**src/rtl/rv32i_pkg.sv**
```systemverilog
// Shared definitions for the boot-time instruction memory loader:
// loader state encoding, word/byte widths, header length and small
// per-state output decode helpers.
package rv32i_pkg;

    localparam int WORD_W    = 32;
    localparam int BYTE_W    = 8;
    localparam int HDR_BYTES = 4;

    typedef enum logic [2:0] {
        LD_IDLE  = 3'd0,
        LD_HDR   = 3'd1,
        LD_LOAD  = 3'd2,
        LD_WRITE = 3'd3,
        LD_CHK   = 3'd4,
        LD_DONE  = 3'd5,
        LD_ERR   = 3'd6
    } loader_state_e;

    // Byte address of word idx counted from base, 32-bit wrap arithmetic.
    function automatic logic [WORD_W-1:0] word_addr(input logic [WORD_W-1:0] base,
                                                     input logic [WORD_W-1:0] idx);
        return base + {idx[WORD_W-3:0], 2'b00};
    endfunction

    // The loader takes stream bytes only while collecting header, data or checksum.
    function automatic logic state_ready(input loader_state_e s);
        return (s == LD_HDR) || (s == LD_LOAD) || (s == LD_CHK);
    endfunction

    // The pipeline may run only before any load and after a successful one.
    function automatic logic state_core_en(input loader_state_e s);
        return (s == LD_IDLE) || (s == LD_DONE);
    endfunction

    function automatic logic state_busy(input loader_state_e s);
        return (s == LD_HDR) || (s == LD_LOAD) || (s == LD_WRITE) || (s == LD_CHK);
    endfunction

endpackage

```
**src/rtl/byte_assembler.sv**
```systemverilog
// Little-endian word assembler: a 2-bit lane counter and a 32-bit shift
// register. Each accepted byte enters at the top, so after four bytes the
// first one sits in bits [7:0]. word_o/word_complete_o present the word
// in the same cycle the fourth byte is offered.
module byte_assembler
    import rv32i_pkg::*;
(
    input  logic              clk,
    input  logic              rst_n,
    input  logic              clear_i,
    input  logic              valid_i,
    input  logic [BYTE_W-1:0] byte_i,
    output logic [WORD_W-1:0] word_o,
    output logic              word_complete_o
);

    logic [1:0]        lane_q;
    logic [WORD_W-1:0] shift_q;

    // Word as it will look once the current byte is shifted in.
    always_comb begin
        word_o          = {byte_i, shift_q[WORD_W-1:BYTE_W]};
        word_complete_o = valid_i && (lane_q == 2'd3) && !clear_i;
    end

    // Lane counter and shift register; a partial word is held while valid_i is low.
    always_ff @(posedge clk or negedge rst_n) begin
        if (!rst_n) begin
            lane_q  <= 2'd0;
            shift_q <= {WORD_W{1'b0}};
        end else if (clear_i) begin
            lane_q  <= 2'd0;
            shift_q <= {WORD_W{1'b0}};
        end else if (valid_i) begin
            lane_q  <= lane_q + 2'd1;
            shift_q <= {byte_i, shift_q[WORD_W-1:BYTE_W]};
        end else begin
            lane_q  <= lane_q;
            shift_q <= shift_q;
        end
    end

endmodule

```
**src/rtl/imem_loader.sv**
```systemverilog
// Boot-time instruction memory loader. Takes a byte stream (word count N,
// then N little-endian words), writes each word into instruction memory
// through the write-back port and holds the PC / IF-ID registers disabled
// while loading. Optional feature macro: IMEM_LOADER_CHECKSUM_EN adds a
// trailing 4-byte XOR checksum that must match for the load to succeed.
module imem_loader
    import rv32i_pkg::*;
#(
    parameter logic [31:0] BASE_ADDR   = 32'h0000_0000,
    parameter int          DEPTH_WORDS = 256
) (
    input  logic        clk,
    input  logic        rst,
    input  logic        start,
    input  logic        byte_valid,
    input  logic [7:0]  byte_data,
    output logic        byte_ready,
    output logic        wb_en,
    output logic [31:0] wb_address,
    output logic [31:0] wb_data,
    output logic        core_en,
    output logic        busy,
    output logic        done,
    output logic        error,
    output logic [31:0] words_written
);

    localparam logic [31:0] DEPTH_L = DEPTH_WORDS[31:0];

    loader_state_e state_q, state_d;
    logic [31:0]   n_q, n_d;
    logic [31:0]   words_q, words_d;
    logic [31:0]   addr_q, addr_d;
    logic [31:0]   data_q, data_d;
    logic          wb_en_q, wb_en_d;
    logic          done_q, done_d;
    logic          error_q, error_d;
    logic          ready_q, core_en_q, busy_q;
`ifdef IMEM_LOADER_CHECKSUM_EN
    logic [31:0]   csum_q, csum_d;
`endif

    logic          start_s;
    logic          accept_s;
    logic [31:0]   word_s;
    logic          word_done_s;

    // start is only honoured outside a load; it also restarts the byte lanes.
    assign start_s  = start && !busy_q;
    assign accept_s = byte_valid && ready_q;

    byte_assembler u_asm (
        .clk             (clk),
        .rst_n           (rst),
        .clear_i         (start_s),
        .valid_i         (accept_s),
        .byte_i          (byte_data),
        .word_o          (word_s),
        .word_complete_o (word_done_s)
    );

    // Next-state, write-port and status flag computation.
    always_comb begin
        state_d = state_q;
        n_d     = n_q;
        words_d = words_q;
        addr_d  = addr_q;
        data_d  = data_q;
        wb_en_d = 1'b0;
        done_d  = done_q;
        error_d = error_q;
`ifdef IMEM_LOADER_CHECKSUM_EN
        csum_d  = csum_q;
`endif
        case (state_q)
            LD_IDLE, LD_DONE, LD_ERR: begin
                if (start_s) begin
                    state_d = LD_HDR;
                    words_d = 32'd0;
                    done_d  = 1'b0;
                    error_d = 1'b0;
`ifdef IMEM_LOADER_CHECKSUM_EN
                    csum_d  = 32'd0;
`endif
                end else begin
                    state_d = state_q;
                end
            end
            LD_HDR: begin
                if (word_done_s) begin
                    n_d = word_s;
                    if (word_s == 32'd0) begin
`ifdef IMEM_LOADER_CHECKSUM_EN
                        state_d = LD_CHK;
`else
                        state_d = LD_DONE;
                        done_d  = 1'b1;
`endif
                    end else if (word_s > DEPTH_L) begin
                        state_d = LD_ERR;
                        error_d = 1'b1;
                    end else begin
                        state_d = LD_LOAD;
                    end
                end else begin
                    state_d = LD_HDR;
                end
            end
            LD_LOAD: begin
                if (word_done_s) begin
                    state_d = LD_WRITE;
                    wb_en_d = 1'b1;
                    addr_d  = word_addr(BASE_ADDR, words_q);
                    data_d  = word_s;
`ifdef IMEM_LOADER_CHECKSUM_EN
                    csum_d  = csum_q ^ word_s;
`endif
                end else begin
                    state_d = LD_LOAD;
                end
            end
            LD_WRITE: begin
                words_d = words_q + 32'd1;
                if ((words_q + 32'd1) == n_q) begin
`ifdef IMEM_LOADER_CHECKSUM_EN
                    state_d = LD_CHK;
`else
                    state_d = LD_DONE;
                    done_d  = 1'b1;
`endif
                end else begin
                    state_d = LD_LOAD;
                end
            end
`ifdef IMEM_LOADER_CHECKSUM_EN
            LD_CHK: begin
                if (word_done_s) begin
                    if (word_s == csum_q) begin
                        state_d = LD_DONE;
                        done_d  = 1'b1;
                    end else begin
                        state_d = LD_ERR;
                        error_d = 1'b1;
                    end
                end else begin
                    state_d = LD_CHK;
                end
            end
`endif
            default: begin
                state_d = LD_IDLE;
            end
        endcase
    end

    // State and output registers; outputs are decoded from the next state so they line up with it.
    always_ff @(posedge clk or negedge rst) begin
        if (!rst) begin
            state_q   <= LD_IDLE;
            n_q       <= 32'd0;
            words_q   <= 32'd0;
            addr_q    <= 32'd0;
            data_q    <= 32'd0;
            wb_en_q   <= 1'b0;
            done_q    <= 1'b0;
            error_q   <= 1'b0;
            ready_q   <= 1'b0;
            core_en_q <= 1'b1;
            busy_q    <= 1'b0;
`ifdef IMEM_LOADER_CHECKSUM_EN
            csum_q    <= 32'd0;
`endif
        end else begin
            state_q   <= state_d;
            n_q       <= n_d;
            words_q   <= words_d;
            addr_q    <= addr_d;
            data_q    <= data_d;
            wb_en_q   <= wb_en_d;
            done_q    <= done_d;
            error_q   <= error_d;
            ready_q   <= state_ready(state_d);
            core_en_q <= state_core_en(state_d);
            busy_q    <= state_busy(state_d);
`ifdef IMEM_LOADER_CHECKSUM_EN
            csum_q    <= csum_d;
`endif
        end
    end

    assign byte_ready    = ready_q;
    assign wb_en         = wb_en_q;
    assign wb_address    = addr_q;
    assign wb_data       = data_q;
    assign core_en       = core_en_q;
    assign busy          = busy_q;
    assign done          = done_q;
    assign error         = error_q;
    assign words_written = words_q;

endmodule

```
**config.mk**
```make
export PLATFORM = sky130hd
export DESIGN_NAME = imem_loader
export DESIGN_NICKNAME = d
export VERILOG_FILES = /design/src/rtl/rv32i_pkg.sv /design/src/rtl/byte_assembler.sv /design/src/rtl/imem_loader.sv
export SDC_FILE = /design/constraint.sdc
export NUM_CORES = 1
export LEC_CHECK = 0
export BUFFER_PORTS_ARGS = -buffer_cell sky130_fd_sc_hd__buf_2
export CORE_UTILIZATION = 45
export DETAILED_ROUTE_END_ITERATION = 8
export GPL_ROUTABILITY_DRIVEN = 0
export HOLD_SLACK_MARGIN = 0.05
export PLACE_DENSITY = 0.65
export SLEW_MARGIN = 20
export SYNTH_ARGS = -nofsm -noshare
export SYNTH_HDL_FRONTEND = slang
export SYNTH_SLANG_ARGS = --single-unit
```
**constraint.sdc**
```tcl
create_clock -name clk -period 5.4 [get_ports clk]
set_clock_uncertainty 0.05 [all_clocks]
set_input_delay 0.27 -clock clk [delete_from_list [all_inputs] [get_ports clk]]
set_output_delay 0.27 -clock clk [all_outputs]
set_load 0.01 [all_outputs]
```
== Yosys cells after proc, flatten, opt, wreduce, memory -nomap -nowiden ==
Cells that the tools add are included.

* Add/sub/neg operators: 2
* Magnitude comparators: 1
* Equal/unequal tests: 18
* Muxes and demuxes: 24
* Reduce and logical (&&, ||, !) cells: 24

{| class="wikitable"
|+ Operator list
! kind !! number
|-
| two-way mux 32 bit || 3
|-
| one-hot mux 32 bit (2 select lines) || 1
|-
| adder 32 x 1 -> 32 bit (second input constant) || 1
|-
| == test 32 bit || 1
|-
| greater-than comparator 32 x 9 -> 1 bit (second input constant) || 1
|-
| logical NOT 32 bit || 1
|-
| two-way mux 3 bit || 5
|-
| == test 3 x 2 -> 1 bit (second input constant) || 4
|-
| == test 3 bit (second input constant) || 4
|-
| one-hot mux 3 bit (4 select lines) || 1
|-
| two-way mux 1 bit || 10
|-
| AND reduction 5 bit || 2
|-
| inequality test 2 bit (second input constant) || 4
|-
| == test 3 x 1 -> 1 bit (second input constant) || 2
|-
| logical NOT 3 bit || 2
|-
| AND reduction 2 bit || 3
|-
| nonzero test 2 bit || 3
|-
| logical OR 1 bit || 5
|-
| logical AND 1 bit || 4
|-
| two-way mux 2 bit || 2
|-
| inequality test 2 x 1 -> 1 bit (second input constant) || 2
|-
| one-hot mux 1 bit (3 select lines) || 1
|-
| nonzero test 3 bit || 1
|-
| OR reduction 3 bit || 1
|-
| other kinds (4) || 5
|}

* Register bits: 169
* Input port bits: 12
* Output and inout port bits: 102
* Word-level logic and storage cells: 82

== Depth between registers and ports, before layout ==
* Depth in word-level cells: 10
* Gate-level depth with buffers: 10
* Gate-level depth less buffers: 8

== By module ==
From an unflattened synthesis, not the netlist that was laid out.

* Cell total of the unflattened synthesis: 716
* Area total of the unflattened synthesis: 8094.0 um2

{| class="wikitable"
|+ By module, submodules not included
! module !! times used !! cells an instance !! area each (um2) !! seq. area each (um2)
|-
| imem_loader || 1 || 621 || 6937.9 || 3379.5
|-
| byte_assembler || 1 || 95 || 1156.1 || 650.6
|}

== Least setup slack after synthesis ==
Ideal clock, no wire load.

* Kind: register to register
* Start point: register words_q[1] (netlist: words_written[1])
* End point: register state_q[0]
* Arrival: 2760 ps
* Data required time: 5275 ps
* Slack: 2515 ps
* Cell stages (with the launch flop): 10
* Path buffers: 1
* Clock period less this slack: 2885 ps
* Cell sequence: dfrtp_1 -> ha_1 -> nand3_1 -> or4_1 -> buf_2 -> a211oi_2 -> o211ai_1 -> and4bb_1 -> or4b_4 -> o21ai_2

* Word-level cells in the longest chain between the ends: 4

{| class="wikitable"
|+ RTL lines
! element !! RTL line !! source
|-
| start, declared || imem_loader.sv:32 || <nowiki>logic [31:0] words_q, words_d;</nowiki>
|-
| start signal, assigned || imem_loader.sv:176 || <nowiki>words_q <= words_d;</nowiki>
|-
| adder 32 x 1 -> 32 bit || imem_loader.sv:124 || <nowiki>if ((words_q + 32'd1) == n_q) begin</nowiki>
|-
| == test 32 bit || imem_loader.sv:124 ||
|-
| two-way mux 3 bit || imem_loader.sv:124 ||
|-
| one-hot mux 3 bit (4 select lines) || imem_loader.sv:75 || <nowiki>case (state_q)</nowiki>
|-
| net state_d[0] || imem_loader.sv:30 || <nowiki>loader_state_e state_q, state_d;</nowiki>
|-
| end signal, assigned || imem_loader.sv:174 || <nowiki>state_q <= state_d;</nowiki>
|-
| end, declared || imem_loader.sv:30 ||
|}

The timed path passes the listed nets, and every way through them passes these cells.
A chain may end at the register's enable or synchronous reset.

== Worst setup path in the final report ==
* Start point: register words_q[0] (netlist: words_written[0])
* End point: register ready_q (netlist: byte_ready)

* Word-level cells in the longest chain between the ends: 7
* Elaborated cells on any way between the ends: 9
* Those cells by class: 1 x add/sub; 4 x eq/ne; 2 x mux; 2 x reduce/logical

{| class="wikitable"
|+ RTL lines
! element !! RTL line !! source
|-
| adder 32 x 1 -> 32 bit (*) || imem_loader.sv:124 ||
|-
| == test 32 bit (*) || imem_loader.sv:124 ||
|-
| two-way mux 3 bit (*) || imem_loader.sv:124 ||
|-
| one-hot mux 3 bit (4 select lines) (*) || imem_loader.sv:75 ||
|-
| == test 3 x 1 -> 1 bit / == test 3 x 2 -> 1 bit (equally long branches) || rv32i_pkg.sv:28 || <nowiki>return (s == LD_HDR) || (s == LD_LOAD) || (s == LD_CHK);</nowiki>
|-
| logical OR 1 bit || rv32i_pkg.sv:28 ||
|-
| logical OR 1 bit (*) || rv32i_pkg.sv:28 ||
|-
| end signal, assigned || imem_loader.sv:182 || <nowiki>ready_q <= state_ready(state_d);</nowiki>
|-
| end, declared || imem_loader.sv:38 || <nowiki>logic ready_q, core_en_q, busy_q;</nowiki>
|}

Every way passes the cells marked *; elsewhere a longest branch is shown, timed or not.

==> flow_metrics.tcl <==
set metrics [dict create \
    die_y_um 136 \
    htreeDepth 4 \
    worstHoldPathCells 3 \
    crit_type "reg -> reg" \
    seqCellArea_sq_mm 0.00403 \
    r2r_cells 8 \
    status "complete, no violations" \
    multi_input_area_sq_mm 0.00379 \
    drc 0 \
    setup_tns_ps 0 \
    dp_hpwl_um 14100 \
    ios 114 \
    drive_gt1_frac 0.300 \
    final_cells 1095 \
    synthCells 776 \
    synth_edf_count 0 \
    cts_buffers 17 \
    grt_antenna_before_repair 0 \
    antenna_cells 0 \
    min_period_over_period 0.674 \
    startpoint_type "flop" \
    clock_sinks 161 \
    core.rowCount 48 \
    slew_viol_final 0 \
    first_global_vias 5971 \
    synth_most_common_cell "dfrtp_1" \
    worst_slew_pin_slew_ps 1010 \
    initial_utilization 0.463 \
    vias 6348 \
    grt_pass1_wl_um 32900 \
    grt_max_degree 73 \
    n_fill_cell 1582 \
    p_leak_uw 0.00449 \
    hold_path_class "in -> reg" \
    ir_drop_uv 257 \
    wire_per_inst_um 18.7 \
    slowest_delay_ps 740 \
    worstPathRequired_ps 5570 \
    grt_usage 0.234 \
    cp_data_arrival_time_ps 3800 \
    drt-total-wl_um 20500 \
    cts_tree "yes" \
    cp_slowest_cell "or4_1" \
    drt_first_pass_iters 5 \
    drt_iter0_drc 563 \
    maxCapViolCount 0 \
    slew_headroom 0.329 \
    yosysUniqueCellTypes 69 \
    synthArstFlopShare 1.00 \
    via_per_inst 5.80 \
    p_per_area_mw_per_mm2 458 \
    crit_family "simple AND/OR/NAND/NOR gates" \
    dieArea_sq_mm 0.0185 \
    cp-end-kind "flop" \
    path_cells "ha_1 -> nand3_1 -> or4_1 -> a211oi_2 -> o211ai_1 -> and4bb_1 -> nor4b_2 -> o21ai_0" \
    core_area_sq_mm 0.0174 \
    netlist_top_cells_area "dfrtp_1, mux2_2, nand2_1" \
    finalHoldViolations 0 \
    cts_buffer_depth 2 \
    netlist_area_sq_mm 0.00807 \
    cp.depth 8 \
    die_x_um 136 \
    ant_nets 0 \
    synthFlopType "dfrtp_1" \
    clkLatencyLatePin_ps 430 \
    cp.buffers_inverters 0 \
    root_buffer "clkbuf_16" \
    yosys-top-cells-count "dfrtp_1, nand2_1, mux2_2" \
    grt-ovfl-total 0 \
    whs_ps 71.9 \
    rsz0062_at_grt "false" \
    max_freq_mhz 275 \
    areaGrowthSynthToFinish_pct 16.3 \
    port-buffer-count 111 \
    yosysTopAreaCellShare 0.496 \
    ys_ff_latch 161 \
    syn_avg_cell_area_sq_um 10.4 \
    dp_cells 1063 \
    yosysSeqAreaShare 0.499 \
    yosys_warnings 0 \
    finalSetupViolCount 0 \
    synth_top_area_cell "dfrtp_1" \
    r2r_slack_ps 1760 \
    clkSlewWorstSetupHoldPaths_ps 70 \
    num-nets-final 873 \
    min_period_ps 3640 \
    path_max_fanout 11 \
]
cell type report:
type | count | area share
flip-flops and latches | 161 | 0.429
repair buffers | 121 | 0.0684
clock inverters | 13 | 0.0200
clock buffers | 17 | 0.0453
inverters | 9 | 0.00360
multi-input cells | 549 | 0.403
well taps | 225 | 0.0300
placed cells by master, fill, tap and decap left out, drive strengths merged, types with 6 or more instances in the layout:
master / n
and3: 8
mux2: 93
dfrtp: 160
nor4: 18
nand3: 17
nor3: 14
a31oi: 11
inv: 11
nand2: 94
and2: 10
o21ai: 51
a21oi: 46
clkbuf: 17
o31ai: 17
nand4: 19
nand2b: 6
xnor2: 28
buf: 119
nor2: 30
xor2: 13
per-layer routing:
layer  track usage  part of all wire
met1         0.340              0.48
met2         0.356              0.45
met3        0.0391             0.055
met4        0.0698             0.014
met5             0                 0
what timing repair did:
| action | 4_1_cts | 5_1_grt |
|---|---|---|
| hold buffers | 2 | 0 |
| gates resized for setup | 0 | 0 |
| endpoints found under the hold margin | 40 | 0 |
| buffers inserted | 0 | 0 |
stage by stage:
stage / total power (uW) / utilization / setup WS [ps] / area, sq um
after detailed placement: 3040 / 0.502 / 1770 / 8750
after global placement: 3010 / 0.502 / 1800 / 8750
after CTS: 4320 / 0.539 / 1750 / 9380
after floorplan: 2610 / - / 2520 / 8070
after global routing: 4550 / 0.539 / 1530 / 9390
final: 4300 / 0.539 / 1760 / 9390
kinds of logic after synthesis:
group	Yosys count	synth area share
simple gates	252	0.167
fa+ha+maj	2	0.00310
other cells	1	0.000465
xor+xnor	41	0.0445
buf+inv	67	0.0344
mux	96	0.133
compound gates	156	0.118
flops	161	0.499
worst paths after layout:
path | startpoint | end
setup / recovery | words_written[0] | byte_ready
hold / removal | byte_data[1] | u_asm.shift_q[25]
setup reg to reg | words_written[0] | byte_ready
hold reg to reg | wb_address[19] | wb_address[19]
max in group asynchronous | rst | n_q[6]
min in group asynchronous | rst | words_written[28]
registers in the layout (all words and copies together) (netlist names):
name	cells
busy	1
byte_ready	1
core_en	1
done	1
error	1
n_q	32
state_q	3
u_asm.lane_q	2
u_asm.shift_q	24
wb_address	30
wb_data	32
wb_en	1
words_written	32
power by group:
part / leakage [uW] / total, uW / internal (uW) / switching [uW]
registers: 0.00220 / 1810 / 1470 / 346
logic: 0.00200 / 1220 / 564 / 658
clock network: 0.000292 / 1270 / 770 / 497
total: 0.00449 / 4300 / 2800 / 1500
tightest hold or removal path: cells and delay by family:
kind	cells	cell delay, ps
compound gates	1	50
buf+inv	1	130
simple gates	1	60
No activity file was read; power rests on OpenSTA's default activity.
